## config.mk

```make
export PLATFORM = sky130hd
export DESIGN_NAME = vga_sync_decoder
export DESIGN_NICKNAME = d
export VERILOG_FILES = /design/src/rtl/vga_timing_pkg.sv /design/src/rtl/vga_sync_edge.sv /design/src/rtl/vga_sync_decoder.sv
export SDC_FILE = /design/constraint.sdc
export NUM_CORES = 1
export LEC_CHECK = 0
export CAP_MARGIN = 20
export CORE_UTILIZATION = 45
export CTS_CLUSTER_SIZE = 24
export DETAILED_ROUTE_END_ITERATION = 12
export GPL_TIMING_DRIVEN = 0
export PLACE_DENSITY = 0.7
export SKIP_CTS_REPAIR_TIMING = 1
export SYNTH_ARGS = -nofsm -noshare
export SYNTH_HDL_FRONTEND = slang
export SYNTH_SLANG_ARGS = --single-unit
```

## constraint.sdc

```tcl
create_clock -name CLK -period 4.1 [get_ports CLK]
set_clock_uncertainty 0.05 [all_clocks]
set_input_delay 0.41 -clock CLK [delete_from_list [all_inputs] [get_ports CLK]]
set_output_delay 0.41 -clock CLK [all_outputs]
set_load 0.01 [all_outputs]
```

## src/rtl/vga_timing_pkg.sv

```systemverilog
// Shared 640x480@60 VGA timing constants and the sync-decoder FSM encoding.
package vga_timing_pkg;
  localparam int H_VISIBLE     = 640;
  localparam int H_FRONT_PORCH = 16;
  localparam int H_SYNC_PULSE  = 96;
  localparam int H_BACK_PORCH  = 48;
  localparam int H_TOTAL       = 800;
  localparam int V_VISIBLE     = 480;
  localparam int V_FRONT_PORCH = 10;
  localparam int V_SYNC_PULSE  = 2;
  localparam int V_BACK_PORCH  = 33;
  localparam int V_TOTAL       = 525;

  // Counter values that coincide with the leading (falling) edge of each sync pulse.
  localparam logic [9:0] H_SYNC_START = 10'(H_VISIBLE + H_FRONT_PORCH);
  localparam logic [9:0] V_SYNC_START = 10'(V_VISIBLE + V_FRONT_PORCH);

  typedef enum logic [1:0] {
    SEARCH  = 2'd0,
    ACQUIRE = 2'd1,
    LOCKED  = 2'd2
  } sync_state_e;
endpackage

```

## src/rtl/vga_sync_edge.sv

```systemverilog
// Registers one active-low sync input and flags its falling edge (prev=1, cur=0).
module vga_sync_edge (
  input  logic CLK,
  input  logic RESET,
  input  logic i_sync,
  output logic o_fall
);
  logic r_cur;
  logic r_prev;

  // Both stages reset high so no false fall is seen coming out of reset.
  always_ff @(posedge CLK or posedge RESET) begin
    if (RESET) begin
      r_cur  <= 1'b1;
      r_prev <= 1'b1;
    end else begin
      r_cur  <= i_sync;
      r_prev <= r_cur;
    end
  end

  assign o_fall = r_prev & ~r_cur;
endmodule

```

## src/rtl/vga_sync_decoder.sv

```systemverilog
// Recovers hc/vc position from raw hsync/vsync and tracks lock with a SEARCH/ACQUIRE/LOCKED FSM.
module vga_sync_decoder
  import vga_timing_pkg::*;
#(
  parameter int LOCK_LINES = 4,
  parameter int TIMEOUT    = 1023
) (
  input  logic       CLK,
  input  logic       RESET,
  input  logic       hsync_in,
  input  logic       vsync_in,
  output logic [9:0] hc_out,
  output logic [9:0] vc_out,
  output logic       is_blanking,
  output logic       locked,
  output logic       frame_start,
  output logic       sync_err
);
  localparam int         CW      = (LOCK_LINES < 1) ? 1 : $clog2(LOCK_LINES + 1);
  localparam logic [CW-1:0] CNT_MAX = CW'(LOCK_LINES);
  localparam logic [9:0] TO_VAL  = 10'(TIMEOUT);
  localparam logic [9:0] H_LAST  = 10'(H_TOTAL - 1);
  localparam logic [9:0] V_LAST  = 10'(V_TOTAL - 1);
  localparam logic [9:0] V_PRE   = V_SYNC_START - 10'd1;
  localparam logic [9:0] H_GOOD  = 10'(H_TOTAL);
  localparam logic [9:0] H_VIS   = 10'(H_VISIBLE);
  localparam logic [9:0] V_VIS   = 10'(V_VISIBLE);

  logic          w_hfall, w_vfall;
  logic          w_hwrap, w_good, w_timeout, w_viol;
  logic [9:0]    r_hc, r_vc, r_period;
  logic [CW-1:0] r_good;
  logic          r_err;
  sync_state_e   r_state;

  vga_sync_edge u_hedge (.CLK(CLK), .RESET(RESET), .i_sync(hsync_in), .o_fall(w_hfall));
  vga_sync_edge u_vedge (.CLK(CLK), .RESET(RESET), .i_sync(vsync_in), .o_fall(w_vfall));

  assign w_hwrap   = (r_hc == H_LAST) && !w_hfall;
  assign w_good    = (r_period == H_GOOD);
  // A fall in the same cycle as the saturation point wins: no timeout.
  assign w_timeout = (r_period == TO_VAL) && !w_hfall;
  assign w_viol    = (w_hfall && !w_good) || w_timeout ||
                     (w_vfall && !((r_hc == H_LAST) && (r_vc == V_PRE)));

  // Position and period counters free-run in every state.
  always_ff @(posedge CLK or posedge RESET) begin
    if (RESET) begin
      r_hc     <= '0;
      r_vc     <= '0;
      r_period <= '0;
    end else begin
      if (w_hfall)               r_hc <= H_SYNC_START;
      else if (r_hc == H_LAST)   r_hc <= '0;
      else                       r_hc <= r_hc + 1'b1;

      if (w_vfall)               r_vc <= V_SYNC_START;
      else if (w_hwrap)          r_vc <= (r_vc == V_LAST) ? '0 : r_vc + 1'b1;

      if (w_hfall)               r_period <= 10'd1;
      else if (r_period != TO_VAL) r_period <= r_period + 1'b1;
    end
  end

  always_ff @(posedge CLK or posedge RESET) begin
    if (RESET) begin
      r_state <= SEARCH;
      r_good  <= '0;
      r_err   <= 1'b0;
    end else begin
      r_err <= 1'b0;
      case (r_state)
        SEARCH: begin
          if (w_hfall) begin
            r_state <= ACQUIRE;
            r_good  <= '0;
          end
        end
        ACQUIRE: begin
          if (w_hfall)
            r_good <= !w_good ? '0 : (r_good == CNT_MAX) ? r_good : r_good + 1'b1;
          if (w_vfall && (r_good >= CNT_MAX)) r_state <= LOCKED;
          else if (w_timeout)                 r_state <= SEARCH;
        end
        LOCKED: begin
          if (w_viol) begin
            r_err   <= 1'b1;
            r_state <= SEARCH;
          end
        end
        default: r_state <= SEARCH;
      endcase
    end
  end

  assign hc_out      = r_hc;
  assign vc_out      = r_vc;
  assign locked      = (r_state == LOCKED);
  assign is_blanking = !(locked && (r_hc < H_VIS) && (r_vc < V_VIS));
  assign frame_start = locked && (r_hc == '0) && (r_vc == '0);
  assign sync_err    = r_err;
endmodule

```

== After elaboration in Yosys (flattened, before gate mapping) ==
Cells that the tools add are included.

* Register bits after elaboration: 40
* Bits of input ports: 4
* Output and inout bits: 24
* Logic and storage cells: 78

* $add $sub $neg: 4
* Magnitude comparators: 3
* Equality and inequality tests: 14
* Muxes and demuxes: 19
* Bitwise logic cells: 4
* Reductions and logical operators: 24

{| class="wikitable"
|+ Operators by type and width
! kind !! number
|-
| $mux W10 || 7
|-
| $eq A10 B10 Y1 const B || 4
|-
| $add A10 B1 Y10 const B || 3
|-
| $logic_not A10 Y1 || 2
|-
| $mux W3 || 4
|-
| $eq A10 B9 Y1 const B || 1
|-
| $logic_and A1 B1 Y1 || 10
|-
| $lt A10 B10 Y1 const B || 1
|-
| $lt A10 B9 Y1 const B || 1
|-
| $ne A10 B10 Y1 const B || 1
|-
| $mux W2 || 4
|-
| $ne A3 B3 Y1 const B || 2
|-
| $pmux W2 S3 || 1
|-
| $pmux W3 S2 || 1
|-
| $reduce_bool A2 Y1 || 3
|-
| $logic_not A1 Y1 || 4
|-
| $ne A2 B2 Y1 const B || 2
|-
| $reduce_and A4 Y1 || 1
|-
| $add A3 B1 Y3 const B || 1
|-
| $eq A3 B3 Y1 const B || 1
|-
| $ge A3 B3 Y1 const B || 1
|-
| $reduce_and A3 Y1 || 1
|-
| $and A1 B1 Y1 || 2
|-
| $eq A2 B1 Y1 const B || 1
|-
| 6 further kinds || 9
|}

== Longest topological paths before layout ==
* Depth in word-level cells: 8
* Depth in mapped cells: 7
* Gate-level depth less buffers: 7

== By module ==
Synthesis repeated with hierarchy kept, for this count alone.

* Cell total of the unflattened synthesis: 234
* Area total of the unflattened synthesis: 2257.2 µm²

{| class="wikitable"
|+ By module, submodules not included
! module !! times used !! cells each !! area an instance (µm²) !! seq. area each (µm²)
|-
| vga_sync_decoder || 1 || 226 || 2117.0 || 900.9
|-
| vga_sync_edge || 2 || 4 || 70.1 || 52.6
|}

== Worst setup path after synthesis ==
Ideal clock, no wire load.

* Path kind: register to output
* From: register r_vc[0], in the netlist vc_out[0]
* To: output frame_start
* Data arrival time: 1.589 ns
* Data required time: 3.640 ns
* Slack: 2.051 ns
* Stages on the path, launching flop included: 5
* Buffers on the path: 0
* Path through: dfrtp_1 inv_1 ha_1 or4b_4 nor4_1

* Word-level cells in the longest chain between the ends: 2

{| class="wikitable"
|+ Ends and longest elaborated chain
! item !! line !! text
|-
| start, declared || vga_sync_decoder.sv:31 || <nowiki>logic [9:0] r_hc, r_vc, r_period;</nowiki>
|-
| start signal, assigned || vga_sync_decoder.sv:58 || <nowiki>else if (w_hwrap) r_vc <= (r_vc == V_LAST) ? '0 : r_vc + 1'b1;</nowiki>
|-
| $logic_not A10 Y1 || vga_sync_decoder.sv:100 || <nowiki>assign frame_start = locked && (r_hc == '0) && (r_vc == '0);</nowiki>
|-
| $logic_and A1 B1 Y1 || vga_sync_decoder.sv:100 ||
|-
| end, declared || vga_sync_decoder.sv:16 || <nowiki>output logic frame_start,</nowiki>
|}

No other way between the ends.

== Worst setup path after layout ==
Ends and elaborated chain as after synthesis.

==> results.yml <==
status:
  outcome: "finished, final reports clean"
worst_setup_path:
  startpoint_type: "flip-flop"
  crit_required_ps: 3640
  max_stage_delay_ps: 580
  worst-path-max-fanout: 6
  cp_slowest_cell: "clkdlybuf4s50_1"
  setup.worst_path.end_class: "primary output"
  arrival_ps: 2340
  worstSetupPathType: "reg2out"
  path_cells: "inv_1 -> ha_1 -> or4b_4 -> nor4_1 -> clkdlybuf4s50_1"
cts:
  clock-sinks: 40
  cts_tree: "done"
  numCtsBuffers: 5
  root_buffer: "clkbuf_8"
  cts_max_path_buffers: 2
  htree_levels: 2
  clk_latency_ps: 290
  clk_pin_slew_ps: 70
synthesis:
  synth_flop_cell: "dfrtp_1"
  syn_area_per_cell_um2: 9.29
  ys_ff_latch: 40
  seq_area_frac_synth: 0.471
  synthDistinctLibCells: 45
  synthesis.area_um2: 2140
  syn-num-nets: 243
  synth_async_sr_flop_share: 1.00
  syn_inst: 230
  synth_edf_count: 0
  ys.warnings.count: 0
sta:
  whs_ps: 325
  final_max_slew_viol_count: 0
  max_freq_mhz: 357
  fin_crit_sh: 0.683
  setup_violations: 0
  worstMarginPinSlew_ps: 859
  finalCriticalPeriod_ps: 2800
  max_slew_margin: 0.426
  rsz0062_at_grt: "no"
  setup-tns-final_ps: 0
  fin_ws_ps: 1300
  hold_violations: 0
cells_and_area:
  nets: 277
  antenna-diode-count: 0
  area_growth_pct: 19.9
  drive_above_1_share: 0.0755
  finish.instance_area_um2: 2560
grt:
  first_global_vias: 1644
  grt_max_degree: 41
  grt_use_total: 0.193
  grt-ovfl-total: 0
  grt_pass1_wl_um: 7720
  antenna_found_initial: 0
route:
  drt_pass1_iterations: 7
  drc: 0
  vias_per_cell: 5.66
  vias: 1793
  wl_per_cell_um: 14.2
  wl_um: 4520
  drt_iter0_drc: 86
  drtAntennaViolNets: 0
placement:
  post-place-ws_ps: 1580
  post-dp-hpwl_um: 3150
  placed_area_um2: 2470
  io_buffers: 27
  gp_congestion: 0.866
power_and_ir_drop:
  peakVddDrop_mv: 0.239
  p_total_uw: 888
  leakage_nw: 1.09
  pwr_density_cell_nw_per_um2: 347
die:
  die_y_um: 70.9
  die-area_um2: 5030
  ios: 28
  fp-row-count: 24
  die_x_um: 70.9
  start_util: 0.481
  core_area_um2: 4440
worst_hold_path:
  worstHoldPathType: "reg2reg"
flow_run:
  maxCapViolations: 0
-- critical path, delay by kind of cell (launching register included) --
kind                       cells  cell delay, ps
DFF                            1             440
adders and majority gates      1             160
buffers and inverters          2             680
and+or+nand+nor                2             770
-- flip-flops by register name (all words and copies together), names as in the netlist --
name,cells
vc_out,10
r_period,10
u_hedge.r_prev,1
u_vedge.r_prev,1
sync_err,1
u_hedge.r_cur,1
r_state,2
r_good,3
u_vedge.r_cur,1
hc_out,10
-- path summary, 6_finish.rpt --
path,start,to,slack [ps],depth (start not counted)
worst max-delay path,vc_out[0],frame_start,1300,5
worst min-delay path,u_vedge.r_cur,u_vedge.r_prev,320,0
worst max register to register,hc_out[0],vc_out[9],1870,7
worst min register to register,u_vedge.r_cur,u_vedge.r_prev,320,0
max in group asynchronous,RESET,sync_err,2890,2
min in group asynchronous,RESET,r_period[7],570,2
-- through the flow --
stage               utilization  cells
floorplan                     -    230
global placement          0.556    309
detailed placement        0.556    309
CTS                       0.576    317
global route              0.576    317
finish                    0.576    317
-- cells in the mapped netlist, types with 2 or more instances --
cell | instances | area share
xnor2_1 | 2 | 0.0082
clkbuf_1 | 5 | 0.0088
or4_4 | 2 | 0.011
nand3b_1 | 2 | 0.0070
dfstp_2 | 4 | 0.049
ha_1 | 9 | 0.053
nand4_1 | 8 | 0.023
nand2_1 | 20 | 0.035
dfrtp_1 | 36 | 0.42
a21oi_1 | 9 | 0.021
a21o_1 | 2 | 0.0070
a31oi_1 | 4 | 0.012
and3_2 | 2 | 0.0070
nand2b_1 | 3 | 0.0088
nor2b_1 | 5 | 0.015
o21ai_0 | 13 | 0.030
nor4_1 | 4 | 0.012
inv_1 | 13 | 0.023
and2_1 | 2 | 0.0059
nor2_1 | 25 | 0.044
xor2_1 | 10 | 0.041
nand3_1 | 17 | 0.040
o22ai_1 | 2 | 0.0059
nor3_1 | 4 | 0.0094
and3_1 | 7 | 0.021
-- per-layer routing --
| layer | wire length, um | global-route usage | vias up |
|---|---|---|---|
| met4 | 57 | 0.0600 | 0 |
| met5 | 0 | 0 | - |
| met2 | 2060 | 0.294 | 37 |
| met3 | 167 | 0.0342 | 7 |
| met1 | 2230 | 0.283 | 865 |
| li1 | - | - | 884 |
-- power breakdown --
group / internal, mW / switching (mW)
Clock: 0.137 / 0.132
Combinational: 0.0737 / 0.0697
Sequential: 0.428 / 0.0466
Total: 0.639 / 0.248
-- layout by cell type (no fill, tap or decap), drive strengths merged, types with 2 or more instances in the layout --
cell type,synthesis,final
dfrtp,36,36
clkdlybuf4s50,0,27
nor2,26,26
nand2,20,20
nand3,17,17
o21ai,13,13
inv,13,13
clkbuf,5,13
xor2,10,10
a21oi,10,10
ha,9,9
and3,9,9
nand4,8,8
nor2b,5,5
nor3,5,5
a31oi,4,4
nor4,4,4
dfstp,4,4
nand2b,3,3
and2,2,2
nand3b,2,2
or4,2,2
a21o,2,2
o22ai,2,2
xnor2,2,2
-- cell type report --
type                            count  area [um2]
Tap cell                           52        65.1
Buffer                              6        22.5
Clock buffer                        8        90.1
Sequential cell                    40        1010
Multi-Input combinational cell    171        1060
Fill cell                         408        1880
Timing Repair Buffer               27         270
Inverter                           13        48.8
-- kinds of logic after synthesis --
family / after synthesis / share of synthesized area
adders and majority gates: 9 / 0.0527
xor gates and xnor gates: 12 / 0.0492
buffers and inverters: 19 / 0.0334
DFF: 40 / 0.471
muxes: 1 / 0.00469
and+or+nand+nor: 111 / 0.282
AOI/OAI and AO/OA: 38 / 0.107
(Power assumes the default switching activity.)
